File: config.mk
export PLATFORM = sky130hd
export DESIGN_NAME = ex_mem_reg
export DESIGN_NICKNAME = d
export VERILOG_FILES = /design/src/rtl/core_pkg.sv /design/src/rtl/pipe_skid_buf.sv /design/src/rtl/ex_mem_reg.sv
export SDC_FILE = /design/constraint.sdc
export NUM_CORES = 1
export LEC_CHECK = 0
export ABC_AREA = 0
export ABC_CLOCK_PERIOD_IN_PS = 1550
export CAP_MARGIN = 20
export CORE_MARGIN = 8
export CORE_UTILIZATION = 42
export CTS_CLUSTER_DIAMETER = 100
export CTS_CLUSTER_SIZE = 16
export DETAILED_ROUTE_END_ITERATION = 6
export GPL_ROUTABILITY_DRIVEN = 0
export GPL_TIMING_DRIVEN = 0
export PLACE_DENSITY = 0.76
export SYNTH_ARGS = -nofsm -noshare
export SYNTH_HDL_FRONTEND = slang
export SYNTH_SLANG_ARGS = --single-unit
File: constraint.sdc
create_clock -name clk -period 1.55 [get_ports clk]
set_clock_uncertainty 0.1 [all_clocks]
set_input_delay 0.465 -clock clk [delete_from_list [all_inputs] [get_ports clk]]
set_output_delay 0.465 -clock clk [all_outputs]
set_load 0.005 [all_outputs]
File: src/rtl/core_pkg.sv
// Shared core types: datapath widths, EX/MEM payload layout, skid buffer
// state encoding and the capture-sanitising rule applied at the EX/MEM boundary.
package core_pkg;

  localparam int XLEN       = 32;
  localparam int REG_ADDR_W = 5;

  typedef struct packed {
    logic [XLEN-1:0]       alu_result;
    logic [XLEN-1:0]       store_data;
    logic [REG_ADDR_W-1:0] rd;
    logic                  reg_write;
    logic                  mem_read;
    logic                  mem_write;
  } ex_mem_payload_t;

  localparam int EX_MEM_PAYLOAD_W = $bits(ex_mem_payload_t);

  typedef enum logic [1:0] {
    EMPTY = 2'd0,
    FULL  = 2'd1,
    SKID  = 2'd2
  } skid_state_t;

  // x0 is never written, and a store takes precedence over a conflicting load.
  function automatic ex_mem_payload_t sanitize_payload(input ex_mem_payload_t p);
    ex_mem_payload_t s;
    s           = p;
    s.reg_write = p.reg_write && (p.rd != '0);
    s.mem_read  = p.mem_read && !p.mem_write;
    return s;
  endfunction

endpackage

File: src/rtl/pipe_skid_buf.sv
// Generic 2-entry valid/ready skid buffer. in_ready is registered so a
// downstream stall never reaches the upstream stage combinationally.
module pipe_skid_buf #(
  parameter int W = 8
) (
  input  logic         clk,
  input  logic         rst_n,
  input  logic         flush,
  input  logic         in_valid,
  output logic         in_ready,
  input  logic [W-1:0] in_data,
  output logic         out_valid,
  input  logic         out_ready,
  output logic [W-1:0] out_data
);
  import core_pkg::*;

  skid_state_t  r_state;
  skid_state_t  w_state_next;
  logic         r_in_ready;
  logic [W-1:0] r_head;
  logic [W-1:0] r_skid;

  logic w_accept;
  logic w_consume;
  logic w_load_head_in;
  logic w_load_head_skid;
  logic w_load_skid;

  assign out_valid = (r_state != EMPTY);
  assign in_ready  = r_in_ready;
  assign out_data  = r_head;
  assign w_accept  = in_valid && r_in_ready;
  assign w_consume = out_valid && out_ready;

  always_comb begin
    w_state_next     = r_state;
    w_load_head_in   = 1'b0;
    w_load_head_skid = 1'b0;
    w_load_skid      = 1'b0;
    // Flush only clears validity; payload registers keep their contents.
    if (flush) begin
      w_state_next = EMPTY;
    end else begin
      case (r_state)
        EMPTY: begin
          if (w_accept) begin
            w_state_next   = FULL;
            w_load_head_in = 1'b1;
          end
        end
        FULL: begin
          if (w_accept && w_consume) begin
            w_load_head_in = 1'b1;
          end else if (w_accept) begin
            w_state_next = SKID;
            w_load_skid  = 1'b1;
          end else if (w_consume) begin
            w_state_next = EMPTY;
          end
        end
        SKID: begin
          if (w_consume) begin
            w_state_next     = FULL;
            w_load_head_skid = 1'b1;
          end
        end
        default: w_state_next = EMPTY;
      endcase
    end
  end

  always_ff @(posedge clk or negedge rst_n) begin
    if (!rst_n) begin
      r_state    <= EMPTY;
      r_in_ready <= 1'b1;
    end else begin
      r_state    <= w_state_next;
      r_in_ready <= (w_state_next != SKID);
    end
  end

  always_ff @(posedge clk or negedge rst_n) begin
    if (!rst_n) begin
      r_head <= '0;
      r_skid <= '0;
    end else begin
      if (w_load_head_in) begin
        r_head <= in_data;
      end else if (w_load_head_skid) begin
        r_head <= r_skid;
      end
      if (w_load_skid) begin
        r_skid <= in_data;
      end
    end
  end

endmodule

File: src/rtl/ex_mem_reg.sv
// EX/MEM pipeline register: sanitises the execute-stage payload, buffers it in
// a 2-entry skid buffer and exposes a forwarding tap from the head entry.
module ex_mem_reg
  import core_pkg::*;
(
  input  logic                  clk,
  input  logic                  rst_n,
  input  logic                  flush,
  input  logic                  in_valid,
  output logic                  in_ready,
  input  logic [XLEN-1:0]       in_alu_result,
  input  logic [XLEN-1:0]       in_store_data,
  input  logic [REG_ADDR_W-1:0] in_rd,
  input  logic                  in_reg_write,
  input  logic                  in_mem_read,
  input  logic                  in_mem_write,
  output logic                  out_valid,
  input  logic                  out_ready,
  output logic [XLEN-1:0]       out_alu_result,
  output logic [XLEN-1:0]       out_store_data,
  output logic [REG_ADDR_W-1:0] out_rd,
  output logic                  out_reg_write,
  output logic                  out_mem_read,
  output logic                  out_mem_write,
  output logic                  fwd_valid,
  output logic [REG_ADDR_W-1:0] fwd_rd,
  output logic [XLEN-1:0]       fwd_data
);

  ex_mem_payload_t w_in_raw;
  ex_mem_payload_t w_in_clean;
  ex_mem_payload_t w_head;

  always_comb begin
    w_in_raw.alu_result = in_alu_result;
    w_in_raw.store_data = in_store_data;
    w_in_raw.rd         = in_rd;
    w_in_raw.reg_write  = in_reg_write;
    w_in_raw.mem_read   = in_mem_read;
    w_in_raw.mem_write  = in_mem_write;
  end

  assign w_in_clean = sanitize_payload(w_in_raw);

  pipe_skid_buf #(
    .W(EX_MEM_PAYLOAD_W)
  ) u_skid (
    .clk       (clk),
    .rst_n     (rst_n),
    .flush     (flush),
    .in_valid  (in_valid),
    .in_ready  (in_ready),
    .in_data   (w_in_clean),
    .out_valid (out_valid),
    .out_ready (out_ready),
    .out_data  (w_head)
  );

  assign out_alu_result = w_head.alu_result;
  assign out_store_data = w_head.store_data;
  assign out_rd         = w_head.rd;
  assign out_reg_write  = w_head.reg_write;
  assign out_mem_read   = w_head.mem_read;
  assign out_mem_write  = w_head.mem_write;

  // Loads are excluded: their data only exists after the memory access.
  assign fwd_valid = out_valid && w_head.reg_write && !w_head.mem_read;
  assign fwd_rd    = w_head.rd;
  assign fwd_data  = w_head.alu_result;

endmodule

==> results_dict.tcl <==
set metrics [dict create \
    setup_violations 202 \
    cts_max_level 4 \
    end_kind "primary output" \
    syn_avg_cell_area_sq_um 11.8 \
    wire_per_inst_um 18.8 \
    critical_path_class "flip-flop to primary output" \
    drv_cap 0 \
    max_freq_mhz 518 \
    rows 44 \
    drt_iter0_markers 257 \
    slew_headroom 0.549 \
    synthToLayoutAreaGrowth_pct 68.0 \
    numCtsBuffers 17 \
    pwr-share-seq 0.393 \
    met3_usage 0.0547 \
    worstSkewPairLatency_ps 410 \
    via_per_inst 5.11 \
    worstMarginPinSlew_ps 677 \
    synthesis.nets 604 \
    p_clk_frac 0.338 \
    fin_crit_ps 1930 \
    n_fill_cell 932 \
    use_met1 0.227 \
    ios 189 \
    dp_hpwl_um 11700 \
    hold_path_class "input port to async pin" \
    cts_tree "yes" \
    critPathLaunchType "flip-flop" \
    synth_seq_cells 147 \
    ant_nets 0 \
    die_w_um 138 \
    crit_required_ps 980 \
    clockBufferDepth 2 \
    diodes 0 \
    drive_above_1_share 0.500 \
    port_buffers 188 \
    drv_slew 0 \
    p_comb_frac 0.269 \
    final_util 0.720 \
    dieArea_sq_um 18900 \
    globalRouteOverflowTotal 0 \
    drt_first_pass_iters 6 \
    mostFrequentLayoutCells "145 x dfrtp_1, 140 x nand2_1, 122 x buf_6" \
    final_common_cell "dfrtp_1" \
    fin_crit_sh 1.25 \
    drt_drc_violations_left 0 \
    crit_slowest_cell "dfrtp_1" \
    dr_total_vias 5203 \
    violations "hold timing, setup timing" \
    die_y_um 138 \
    instances_no_fill 1018 \
    core_area_sq_um 14500 \
    rsz0062_at_grt "true" \
    antenna_found_initial 0 \
    yosysSeqAreaShare 0.593 \
    cts-root-buf "clkbuf_16" \
    p_int_mw 10.2 \
    slowest_delay_ps 390 \
    grt_max_degree 77 \
    syn_inst 527 \
    path_max_fanout 2 \
    syn_area_sq_um 6210 \
    worstPathCellList "or2_4 -> and3b_1 -> buf_2" \
    finalHoldViolCount 52 \
    grt_use_total 0.202 \
    fin_nets 898 \
    grt_pass1_vias 5705 \
    grt_pass1_wl_um 29800 \
    start_util 0.429 \
    layout_setup_ws_ps -380 \
    dpl.cell_count 900 \
    final_cell_area_sq_um 10400 \
    ir_drop_mv 0.824 \
    p_sw_mw 3.43 \
    whs_ps -34.0 \
    yosysWarnings 0 \
    cts.sinks 147 \
    grt_use_met2 0.356 \
    sw_frac_of_total 0.251 \
    wl_um 19100 \
    outcome "complete, but fails checks" \
    clkSlewWorstSetupHoldPaths_ps 60 \
    arrival_ps 1360 \
    power.density_nw_per_um2 1310 \
    grt_most_used_layer "met2" \
    leakagePower_nw 5.10 \
    placed_cell_area_sq_um 8400 \
    reg2reg_depth 8 \
    synthDistinctLibCells 31 \
]
[what timing repair did]
| item | in CTS | in global routing |
|---|---|---|
| pin swaps | 3 | 6 |
| hold endpoints to repair | 67 | 0 |
| setup buffers | 104 | 22 |
| endpoints found under the setup margin | 257 | 214 |
| gates resized for setup | 624 | 72 |
| cloned | 10 | 0 |
[flip-flops by register name, summed over array words and instances, names as in the netlist]
register and flops:
u_skid.r_state 2, u_skid.in_ready 1, u_skid.out_data 72, u_skid.r_skid 72
[cells in the mapped netlist]
library cell	instances	share of area
and2_1	1	0.0010
nand2b_2	1	0.0014
or3b_2	1	0.0014
mux2i_1	3	0.0048
buf_1	4	0.0024
nor2_1	1	0.00060
or4_1	1	0.0012
and3b_1	1	0.0014
a211oi_1	2	0.0024
a21oi_1	2	0.0016
clkbuf_1	7	0.0042
a2bb2oi_1	1	0.0014
a21oi_2	1	0.0014
buf_4	40	0.048
nor2b_1	3	0.0030
or2_2	1	0.0010
inv_1	3	0.0018
mux2_2	70	0.13
a22oi_1	67	0.081
dfrtp_1	146	0.59
o21ai_0	6	0.0048
and4bb_2	1	0.0020
nand2b_1	2	0.0020
buf_6	6	0.011
buf_2	11	0.0089
clkbuf_2	1	0.00081
and4bb_4	1	0.0026
nand2_1	140	0.085
o21a_1	1	0.0012
a221oi_1	1	0.0014
dfstp_2	1	0.0042
[critical path: cells and delay by family (launching register included)]
family	cells	cell delay [ps]
flip-flops	1	390
AND/OR/NAND/NOR	2	430
buffers and inverters	1	130
[logic make-up (layout without fill, tap and decap cells)]
kind of cell           count (synthesis)  in the layout  share of synthesized area
AO/OA/AOI/OAI                         81             81                     0.0954
multiplexers                          73             73                      0.132
flip-flops                           147            147                      0.593
buffers and inverters                 72            379                     0.0774
AND/OR/NAND/NOR                      154            154                      0.102
[cell type report]
| class | count | area, sq um | area share |
|---|---|---|---|
| well taps | 184 | 230 | 0.0221 |
| flip-flops and latches | 147 | 3680 | 0.353 |
| plain buffers | 47 | 607 | 0.0582 |
| clock buffers | 24 | 502 | 0.0481 |
| clock inverters | 8 | 169 | 0.0162 |
| multi-input cells | 308 | 2270 | 0.218 |
| repair buffers | 297 | 2950 | 0.283 |
| inverters | 3 | 11.3 | 0.00108 |
[layer usage]
layer,part of all wire,wire length [um]
met5,0,0
met4,0.026,496
met2,0.52,9950
met1,0.39,7460
met3,0.064,1230
[worst paths after layout]
path	startpoint	end	slack (ps)
worst max register to register	u_skid.r_state[1]	u_skid.out_data[56]	-370
worst min-delay path	rst_n	u_skid.out_data[52]	-30
min in group clk	flush	u_skid.r_state[0]	330
worst min register to register	u_skid.out_data[30]	u_skid.out_data[30]	370
worst max-delay path	u_skid.r_state[1]	fwd_valid	-380
max in group asynchronous	rst_n	u_skid.out_data[14]	580
[stage by stage]
step                setup slack [ps]  power, mW  TNS [ps]
floorplan                      -59.7       6.51     -3910
global placement               -5680       8.11   -931920
detailed placement              -934       8.27   -106210
CTS                             -395       13.7    -46700
global route                    -437       14.3    -55520
finish                          -380       13.7    -45770
[power by group through the flow]
stage | Combinational [mW] | Sequential (mW) | Clock, mW
global route | 3.98 | 5.48 | 4.86
CTS | 3.66 | 5.30 | 4.70
global placement | 2.79 | 5.32 | 0
detailed placement | 2.89 | 5.38 | 0
floorplan | 1.23 | 5.28 | 0
finish | 3.68 | 5.37 | 4.62
Note: power is estimated with default switching activity, not from simulation.
